### src/rtl/ifetch_utlb_pkg.sv
`default_nettype none
// ============================================================================
// Module      : ifetch_utlb_pkg
// Description : Shared constants, FSM encoding and micro-TLB entry layout for
//               the instruction-fetch micro-TLB stage.
// Revision    : 1.0 - initial release
// ============================================================================
package ifetch_utlb_pkg;

    // ExcCode values reported by the fetch stage
    localparam logic [4:0] EXC_ADEL = 5'h04;
    localparam logic [4:0] EXC_TLBL = 5'h02;

    // CP0 Status bit positions
    localparam int STATUS_UM  = 4;
    localparam int STATUS_EXL = 1;

    // Fetch FSM encoding
    typedef enum logic [1:0] {
        ST_IDLE   = 2'd0,
        ST_LOOKUP = 2'd1,
        ST_REQ    = 2'd2
    } fetch_state_e;

    // One micro-TLB entry payload (valid bit is kept separately)
    typedef struct packed {
        logic [19:0] vpn;
        logic [19:0] pfn;
        logic        miss;
        logic        invalid;
        logic [2:0]  cattr;
    } utlb_entry_t;

    // kseg0/kseg1 bypass translation
    function automatic logic is_unmapped(input logic [31:0] va);
        return va[31:30] == 2'b10;
    endfunction

endpackage
`default_nettype wire

### src/rtl/ifetch_utlb_array.sv
`default_nettype none
// ============================================================================
// Module      : utlb_array
// Description : Fully associative micro-TLB storage with VPN match, lowest-
//               free-slot fill and round-robin replacement.
// Revision    : 1.0 - initial release
// ============================================================================
module utlb_array
    import ifetch_utlb_pkg::*;
#(
    parameter  int ENTRIES = 4,
    localparam int IDX_W   = (ENTRIES > 1) ? $clog2(ENTRIES) : 1
) (
    input  logic              clk,
    input  logic              resetn,
    input  logic [19:0]       i_vpn,
    output logic              o_hit,
    output utlb_entry_t       o_hit_entry,
    input  logic              i_fill,
    input  utlb_entry_t       i_fill_entry,
    output logic [IDX_W-1:0]  o_fill_idx,
    input  logic              i_clear,
    input  logic [IDX_W-1:0]  i_rd_idx,
    output utlb_entry_t       o_rd_entry
);

    logic [ENTRIES-1:0] r_valid;
    utlb_entry_t        r_entry [ENTRIES];
    logic [IDX_W-1:0]   r_rr;
    logic               w_has_free;
    logic [IDX_W-1:0]   w_free_idx;

    // Associative match; fills only ever happen on a miss so matches are unique
    always_comb begin
        o_hit       = 1'b0;
        o_hit_entry = '0;
        for (int i = 0; i < ENTRIES; i++) begin
            if (r_valid[i] && (r_entry[i].vpn == i_vpn)) begin
                o_hit       = 1'b1;
                o_hit_entry = r_entry[i];
            end
        end
    end

    // Lowest-index invalid slot (scan downwards so the lowest one wins)
    always_comb begin
        w_has_free = 1'b0;
        w_free_idx = '0;
        for (int i = ENTRIES - 1; i >= 0; i--) begin
            if (!r_valid[i]) begin
                w_has_free = 1'b1;
                w_free_idx = IDX_W'(i);
            end
        end
    end

    assign o_fill_idx = w_has_free ? w_free_idx : r_rr;
    assign o_rd_entry = r_entry[i_rd_idx];

    // Valid bits and replacement pointer; a flush overrides a same-cycle fill
    always_ff @(posedge clk) begin
        if (!resetn) begin
            r_valid <= '0;
            r_rr    <= '0;
        end else if (i_clear) begin
            r_valid <= '0;
        end else if (i_fill) begin
            r_valid[o_fill_idx] <= 1'b1;
            if (!w_has_free) begin
                r_rr <= (r_rr == IDX_W'(ENTRIES - 1)) ? '0 : r_rr + 1'b1;
            end
        end
    end

    // Payload is written even under a flush so the in-flight REQ still sees it
    always_ff @(posedge clk) begin
        if (i_fill) begin
            r_entry[o_fill_idx] <= i_fill_entry;
        end
    end

endmodule
`default_nettype wire

### src/rtl/ifetch_utlb.sv
`default_nettype none
// ============================================================================
// Module      : ifetch_utlb
// Description : Instruction-fetch address stage: micro-TLB lookup, main-TLB
//               refill walk, memory request issue and fetch exceptions.
// Revision    : 1.0 - initial release
// ============================================================================
module ifetch_utlb
    import ifetch_utlb_pkg::*;
#(
    parameter int UTLB_ENTRIES = 4,
    parameter int PERF_WIDTH   = 32
) (
    input  logic                  clk,
    input  logic                  resetn,
    input  logic                  valid_i,
    input  logic [31:0]           pc_i,
    input  logic                  ready_i,
    output logic                  ready_o,
    output logic                  inst_req,
    output logic                  inst_cache,
    output logic [31:0]           inst_addr,
    input  logic                  inst_addr_ok,
    output logic [31:0]           tlb_vaddr,
    input  logic [31:0]           tlb_paddr,
    input  logic                  tlb_miss,
    input  logic                  tlb_invalid,
    input  logic [2:0]            tlb_cattr,
    input  logic                  tlb_write,
    input  logic                  commit_i,
    input  logic [31:0]           status,
    input  logic [2:0]            config_k0,
    output logic                  valid_o,
    output logic [31:0]           pc_o,
    output logic                  cancelled_o,
    output logic                  exc_o,
    output logic                  exc_miss_o,
    output logic [4:0]            exccode_o,
    output logic                  ok_to_branch,
    output logic [PERF_WIDTH-1:0] perf_utlb_miss,
    output logic [PERF_WIDTH-1:0] perf_waitreq
);

    localparam int IDX_W = (UTLB_ENTRIES > 1) ? $clog2(UTLB_ENTRIES) : 1;

    fetch_state_e     r_state;
    fetch_state_e     w_next;
    logic [31:0]      r_pc_save;
    logic [IDX_W-1:0] r_fill_idx;
    logic [IDX_W-1:0] w_fill_idx;
    logic             w_hit;
    utlb_entry_t      w_hit_entry;
    utlb_entry_t      w_rd_entry;
    utlb_entry_t      w_fill_entry;
    logic [31:0]      w_cur_pc;
    logic             w_unmapped;
    logic             w_user;
    logic             w_adel;
    logic             w_can_req;
    logic             w_tlb_exc;
    logic             w_sel_miss;
    logic             w_exc;
    logic             w_unused;

    // In LOOKUP/REQ the PC being translated is the one captured in IDLE
    assign w_cur_pc   = (r_state == ST_IDLE) ? pc_i : r_pc_save;
    assign w_unmapped = is_unmapped(pc_i);
    assign w_user     = status[STATUS_UM] && !status[STATUS_EXL];
    assign w_adel     = (w_cur_pc[1:0] != 2'b00) || (w_cur_pc[31] && w_user);
    assign tlb_vaddr  = r_pc_save;
    assign ok_to_branch = (r_state == ST_IDLE);

    assign w_fill_entry = '{vpn: r_pc_save[31:12], pfn: tlb_paddr[31:12],
                            miss: tlb_miss, invalid: tlb_invalid, cattr: tlb_cattr};

    utlb_array #(
        .ENTRIES (UTLB_ENTRIES)
    ) u_array (
        .clk          (clk),
        .resetn       (resetn),
        .i_vpn        (pc_i[31:12]),
        .o_hit        (w_hit),
        .o_hit_entry  (w_hit_entry),
        .i_fill       (r_state == ST_LOOKUP),
        .i_fill_entry (w_fill_entry),
        .o_fill_idx   (w_fill_idx),
        .i_clear      (tlb_write || commit_i),
        .i_rd_idx     (r_fill_idx),
        .o_rd_entry   (w_rd_entry)
    );

    // Next state plus translated address / cache attribute / TLB-exception source
    always_comb begin
        w_next     = r_state;
        w_can_req  = 1'b0;
        w_tlb_exc  = 1'b0;
        w_sel_miss = 1'b0;
        inst_addr  = '0;
        inst_cache = 1'b0;
        case (r_state)
            ST_IDLE: begin
                if (w_unmapped) begin
                    w_can_req  = 1'b1;
                    inst_addr  = {3'b000, pc_i[28:0]};
                    inst_cache = (pc_i[31:29] == 3'b100) && config_k0[0];
                end else if (w_hit) begin
                    w_can_req  = 1'b1;
                    inst_addr  = {w_hit_entry.pfn, pc_i[11:0]};
                    inst_cache = w_hit_entry.cattr[0];
                    w_tlb_exc  = w_hit_entry.miss || w_hit_entry.invalid;
                    w_sel_miss = w_hit_entry.miss;
                end
                if (valid_i && ready_i && !w_unmapped && !w_hit && !w_adel) begin
                    w_next = ST_LOOKUP;
                end
            end
            ST_LOOKUP: begin
                w_next = ST_REQ;
            end
            ST_REQ: begin
                w_can_req  = 1'b1;
                inst_addr  = {w_rd_entry.pfn, r_pc_save[11:0]};
                inst_cache = w_rd_entry.cattr[0];
                w_tlb_exc  = w_rd_entry.miss || w_rd_entry.invalid;
                w_sel_miss = w_rd_entry.miss;
                if (inst_addr_ok) begin
                    w_next = ST_IDLE;
                end
            end
            default: begin
                w_next = ST_IDLE;
            end
        endcase
        if (commit_i) begin
            w_next = ST_IDLE;
        end
    end

    // No translation result exists during LOOKUP, so it never raises an exception
    assign w_exc    = valid_i && (r_state != ST_LOOKUP) && (w_adel || w_tlb_exc);
    assign inst_req = valid_i && !w_exc && w_can_req;
    assign ready_o  = ready_i && (inst_addr_ok || w_exc);

    // FSM state register
    always_ff @(posedge clk) begin
        if (!resetn) begin
            r_state <= ST_IDLE;
        end else begin
            r_state <= w_next;
        end
    end

    // Capture the fetch PC while idle and remember which slot the refill used
    always_ff @(posedge clk) begin
        if (!resetn) begin
            r_pc_save  <= '0;
            r_fill_idx <= '0;
        end else begin
            if (r_state == ST_IDLE) begin
                r_pc_save <= pc_i;
            end
            if (r_state == ST_LOOKUP) begin
                r_fill_idx <= w_fill_idx;
            end
        end
    end

    // Stage output registers; refill flag only applies to TLB exceptions
    always_ff @(posedge clk) begin
        if (!resetn) begin
            valid_o     <= 1'b0;
            pc_o        <= '0;
            cancelled_o <= 1'b0;
            exc_o       <= 1'b0;
            exc_miss_o  <= 1'b0;
            exccode_o   <= '0;
        end else if (ready_i) begin
            valid_o     <= (valid_i && inst_addr_ok) || w_exc;
            pc_o        <= w_cur_pc;
            cancelled_o <= commit_i;
            exc_o       <= w_exc;
            exc_miss_o  <= w_exc && !w_adel && w_sel_miss;
            exccode_o   <= w_adel ? EXC_ADEL : EXC_TLBL;
        end
    end

    // Performance counters (free-running, wrap naturally)
    always_ff @(posedge clk) begin
        if (!resetn) begin
            perf_utlb_miss <= '0;
            perf_waitreq   <= '0;
        end else begin
            if ((r_state == ST_IDLE) && (w_next == ST_LOOKUP)) begin
                perf_utlb_miss <= perf_utlb_miss + 1'b1;
            end
            if (inst_req && !inst_addr_ok) begin
                perf_waitreq <= perf_waitreq + 1'b1;
            end
        end
    end

    // Bits of these buses that the stage does not consume
    assign w_unused = &{1'b0, status, config_k0[2:1], tlb_paddr[11:0],
                        w_hit_entry.vpn, w_rd_entry.vpn};

endmodule
`default_nettype wire

### config.mk
export PLATFORM = sky130hd
export DESIGN_NAME = ifetch_utlb
export DESIGN_NICKNAME = d
export VERILOG_FILES = /design/src/rtl/ifetch_utlb_pkg.sv /design/src/rtl/ifetch_utlb_array.sv /design/src/rtl/ifetch_utlb.sv
export SDC_FILE = /design/constraint.sdc
export NUM_CORES = 1
export LEC_CHECK = 0
export BUFFER_PORTS_ARGS = -buffer_cell sky130_fd_sc_hd__buf_2
export CAP_MARGIN = 20
export CORE_ASPECT_RATIO = 1.1
export CORE_MARGIN = 2
export CORE_UTILIZATION = 35
export DETAILED_ROUTE_END_ITERATION = 10
export HOLD_SLACK_MARGIN = 0.06
export PLACE_DENSITY = 0.53
export SKIP_LAST_GASP = 1
export SYNTH_ARGS = -nofsm -noshare
export SYNTH_HDL_FRONTEND = slang
export SYNTH_SLANG_ARGS = --single-unit
### constraint.sdc
create_clock -name clk -period 4.68 [get_ports clk]
set_input_delay 1.17 -clock clk [delete_from_list [all_inputs] [get_ports clk]]
set_output_delay 1.17 -clock clk [all_outputs]
set_load 0.1 [all_outputs]
---- Word-level counts from Yosys, hierarchy flattened ----
Memories as Yosys holds them, arrays and structs flattened. A register that Yosys moved wholly into a read port is not among the register bits.
Index checks and enable logic that the tools add are counted.
operators by class
  $add $sub $neg .......................... 3
  $lt $le $gt $ge ......................... 2
  equal/unequal tests ..................... 11
  mux-type cells .......................... 45
  bitwise gates (word level) .............. 4
  reduce and logical (&&, ||, !) cells .... 39
operators with widths
  kind                                                  number
  two-way mux 25 bit                                    4
  two-way mux 32 bit                                    3
  == test 20 bit                                        4
  adder 32 x 1 -> 32 bit (second input constant)        2
  case mux 32 bit (2 select lines)                      1
  logical AND 1 bit                                     22
  two-way mux 2 bit                                     11
  two-way mux 1 bit                                     19
  case mux 1 bit (2 select lines)                       4
  logical OR 1 bit                                      7
  == test 2 bit (second input constant)                 3
  logical NOT 1 bit                                     6
  case mux 2 bit (3 select lines)                       1
  == test 2 x 1 -> 1 bit (second input constant)        2
  OR 4 bit                                              1
  == test 3 bit (second input constant)                 1
  < comparator 2 x 3 -> 1 bit (second input constant)   1
  two-way mux 3 bit                                     1
  inverter 1 bit                                        3
  AND reduction 3 bit                                   1
  adder 2 x 1 -> 2 bit (second input constant)          1
  demux 1 bit (select 2 bit)                            1
  >= comparator 2 x 1 -> 1 bit (second input constant)  1
  logical NOT 2 bit                                     1
  other kinds (3)                                       3
storage, ports and cells
  register bits ........................... 147
  RAM bits ................................ 180
  word-level logic and storage cells ...... 118
  memories kept ........................... 1
memory list
  name             words  bits a word  rd ports  clocked after Yosys merged registers in  wr ports  line                     text
  u_array.r_entry  4      45           5         1                                        1         ifetch_utlb_array.sv:28  utlb_entry_t r_entry [ENTRIES];

---- Depth between registers and ports, before layout ----
An unclocked memory read counts as a cell.
  depth after elaboration ................. 17
  depth in mapped cells ................... 12
  gate-level depth less buffers ........... 8

---- By module ----
From an unflattened synthesis, not the netlist that was laid out.
unflattened totals
  cell total of the unflattened synthesis .. 1491
  area total of the unflattened synthesis .. 16260.6 sq um
modules (own cells, without submodules)
  module       times used  cells each  area each (sq um)  seq. area each (sq um)
  utlb_array   1           704         9755.6             5525.3
  ifetch_utlb  1           787         6505.0             2762.6

---- Worst setup path after synthesis ----
Ideal clock, no wire load.
  path type ............................... input-to-output
  from .................................... input pc_i[23]
  to ...................................... output inst_addr[12]
  data arrival time ....................... 5.026 ns
  setup slack ............................. -1.516 ns
  cell stages on the path ................. 10
  cell sequence ........................... buf_2 > xnor2_1 > nand4_1 > nor4_1 > and2_1 > clkbuf_1 > nand3_1 > a311oi_1 > a21oi_1 > o21ai_0
on the way
  longest elaborated chain between the ends .. 9
RTL lines
  element                                                               line                     text
  start: declaration                                                    ifetch_utlb.sv:17        input logic [31:0] pc_i,
  == test 20 bit                                                        ifetch_utlb_array.sv:38  if (r_valid[i] && (r_entry[i].vpn == i_vpn)) begin
  logical AND 1 bit                                                     ifetch_utlb_array.sv:38
  two-way mux 25 bit or two-way mux 1 bit (tied branches) (4 in a row)  ifetch_utlb_array.sv:38
  two-way mux 32 bit *                                                  ifetch_utlb.sv:106       end else if (w_hit) begin
  two-way mux 32 bit *                                                  ifetch_utlb.sv:102       if (w_unmapped) begin
  case mux 32 bit (2 select lines) *                                    ifetch_utlb.sv:100       case (r_state)
  end: declaration                                                      ifetch_utlb.sv:22        output logic [31:0] inst_addr,
Mark *: on every way between the ends. The rest lies on a longest branch, timed or not.

---- Final worst setup path ----
  from .................................... input pc_i[25]
  to ...................................... output inst_addr[22]
The elaborated chain is that of the path after synthesis.

==> flow_metrics.py <==
metrics = {
    "global_route": {
        "grt.overflow.total": 0,
        "grt_usage_pct": 19.2,
        "grt_max_degree": 70,
        "grt_pass1_wl_um": 63500,
        "antenna_found_initial": 5,
        "first_global_vias": 10700,
    },
    "timing": {
        "finalCriticalPeriod_ns": 4.70,
        "setup_violations": 2,
        "tightest_slew_ns": 0.866,
        "worst_slack_ns": -0.0156,
        "final_hold_viol_count": 0,
        "maxSlewHeadroom_pct": 42.1,
        "drv_slew": 0,
        "fmaxAchievable_mhz": 213,
        "setup_tns_ns": -0.0265,
        "clock_skew_ns": 0.0246,
        "min_period_over_period_pct": 100,
        "rsz0062_at_grt": "yes",
    },
    "routing": {
        "remaining_drc_errors": 0,
        "drt_pass1_iterations": 5,
        "wl_per_cell_um": 19.9,
        "first_iter_violations": 707,
        "ant_nets": 0,
        "vias": 11100,
        "routed_wl_um": 42400,
        "vias_per_cell": 5.21,
    },
    "worst_setup_path": {
        "crit_type": "input port to output pin",
        "path_max_fanout": 5,
        "worstPathArrival_ns": 3.53,
        "crit_required_ns": 3.51,
        "start_kind": "input port",
        "end_kind": "output pin",
    },
    "power": {
        "ir_drop_v": 0.000291,
        "pwr-share-comb_pct": 11.9,
        "p_int_mw": 4.76,
        "pwr-share-clk_pct": 42.0,
        "power_switching_mw": 1.77,
        "p_per_area_nw_per_um2": 340,
        "power_mw": 6.53,
        "pwr-share-seq_pct": 46.2,
        "power_leakage_nw": 7.16,
        "p_sw_share_pct": 27.2,
    },
    "yosys": {
        "synthCells": 1279,
        "ys.flop_type": "edfxtp_1",
        "seq_area_frac_synth_pct": 55.7,
        "syn_area_per_cell_sq_um": 11.4,
        "yosysWarnings": 0,
        "synth_seq_cells": 318,
        "ys_types": 63,
        "synth_async_sr_flop_share_pct": 0,
        "synth_area_sq_um": 14500,
        "synth_edf_count": 172,
    },
    "outcome": {
        "violations": "setup timing",
        "outcome": "finished, violations left",
    },
    "clocking": {
        "cts.path.max_buffers": 3,
        "cts_tree": "done",
        "htreeDepth": 2,
        "ctsHoldBuffers": 0,
        "cts_made_buffers": 37,
        "clkSlewWorstSetupHoldPaths_ns": 0.06,
        "cts.sinks": 318,
        "clk_latency_ns": 0.54,
        "cts-root-buf": "clkbuf_16",
    },
    "placed_design": {
        "place_area_sq_um": 17400,
        "hpwl_um": 28500,
        "place.gp.congestion": 0.800,
        "portBuffers": 234,
    },
    "cells_and_area": {
        "layout_common_cells": "buf_2 (185), edfxtp_1 (172), dfxtp_1 (145)",
        "nets": 1659,
        "area_growth_syn_to_layout_pct": 32.4,
        "drive_gt1_share_pct": 35.3,
        "mostFrequentLayoutCell": "buf_2",
        "final_area_sq_um": 19200,
        "fin_util_pct": 46.8,
    },
    "worst_hold_path": {
        "hp-class": "register to register",
    },
    "run": {
        "maxCapViolCount": 0,
    },
    "floorplan": {
        "die-area_sq_um": 43100,
        "pin_count": 284,
        "die_w_um": 198,
        "coreArea_sq_um": 41100,
        "die_h_um": 218,
        "initial_core_util_pct": 35.3,
        "rows": 78,
    },
}
## cell families (layout without fill, tap and decap cells)
kind of cell	Yosys count	after routing	synth area share, %
AND/OR/NAND/NOR	458	458	17.1
AO/OA/AOI/OAI	199	199	9.21
other	1	6	0.0258
multiplexers	90	90	8.18
flip-flops	318	318	55.7
buffers and inverters	119	411	4.01
adder cells (fa/ha/maj)	3	3	0.258
XOR/XNOR	91	91	5.49
## flip-flops by register name, indices dropped and copies added, names as in the netlist, named ones only
name,flops
u_array.r_entry,172
pc_o,32
perf_utlb_miss,32
perf_waitreq,32
tlb_vaddr,32
u_array.r_valid,4
exccode_o,2
r_fill_idx,2
r_state,2
u_array.r_rr,2
cancelled_o,1
exc_miss_o,1
exc_o,1
valid_o,1
## worst paths after layout
check | depth (start not counted) | from | slack (ns) | endpoint
worst min-delay path | 2 | perf_waitreq[31] | 0.46 | perf_waitreq[31]
worst max register to register | 5 | r_state[0] | 1.36 | u_array.r_entry[3][27]
worst min register to register | 2 | perf_waitreq[31] | 0.46 | perf_waitreq[31]
worst max-delay path | 12 | pc_i[25] | -0.02 | inst_addr[22]
## power groups by stage
| stage | clock network [mW] | registers [mW] | logic [mW] |
|---|---|---|---|
| detailed placement | 0 | 3.08 | 0.760 |
| floorplan | 0 | 3.34 | 0.291 |
| finish | 2.74 | 3.02 | 0.777 |
| CTS | 2.82 | 3.02 | 0.771 |
| global route | 2.94 | 3.02 | 0.813 |
| global placement | 0 | 3.07 | 0.757 |
## metal layers
layer	vias to the layer above	GRT usage (%)	wire length, um
met5	-	0	21
met4	4	4.99	960
met3	71	3.85	2660
met2	314	31.9	20200
met1	5488	25.5	18600
li1	5261	-	-
## cells in the mapped netlist, types with 8 or more instances
master / instances / area [sq um]
xnor2_1: 32 / 280
buf_2: 16 / 80.1
and2_1: 11 / 68.8
nand4_1: 29 / 181
nand2b_1: 30 / 188
a211oi_1: 32 / 240
buf_6: 13 / 146
o21ai_0: 40 / 200
nor3_1: 14 / 70.1
edfxtp_1: 172 / 5160
mux2i_1: 67 / 671
a311oi_1: 22 / 193
and3_1: 8 / 50.1
nand2_1: 90 / 338
nor2_1: 136 / 510
xor2_1: 59 / 517
dfxtp_1: 146 / 2920
inv_1: 17 / 63.8
a22oi_1: 30 / 225
nand3_1: 44 / 220
or3_1: 25 / 156
mux4_2: 23 / 518
nor4_2: 26 / 325
clkbuf_1: 64 / 240
a21oi_1: 51 / 255
nor4_1: 14 / 87.6
## metrics by stage
| stage | std cells | setup slack (ns) | hold WS (ns) |
|---|---|---|---|
| after floorplan | 1281 | -0.241 | 0.450 |
| after global placement | 2059 | -0.214 | 0.451 |
| after detailed placement | 2059 | -0.254 | 0.463 |
| after CTS | 2134 | -0.0270 | 0.471 |
| after global routing | 2135 | -0.0951 | 0.489 |
| final | 2136 | -0.0156 | 0.463 |
## critical path, stage by stage
cell	delay, ns
buf_12	0.12
xnor2_4	0.15
nand4_1	0.20
or4_4	0.58
nor2_4	0.21
buf_12	0.15
buf_16	0.12
nand2_4	0.04
a311oi_2	0.29
a21oi_2	0.07
o21ai_2	0.21
buf_12	0.20
## layout make-up
| class | count | area, sq um |
|---|---|---|
| multi-input cells | 844 | 6570 |
| flip-flops and latches | 318 | 8090 |
| inverters | 18 | 68.8 |
| fillers | 3776 | 21900 |
| diodes | 3 | 7.51 |
| repair buffers | 326 | 2640 |
| well taps | 560 | 701 |
| clock inverters | 15 | 130 |
| clock buffers | 52 | 1020 |
## timing repair
action                                 in CTS  in global routing
setup endpoints to repair                  35                 35
gates cloned                                3                  1
resized for setup                          37                 72
setup buffers                               6                  2
endpoints found under the hold margin       0                  0
pin swaps                                  20                 49
(Power assumes the default switching activity.)
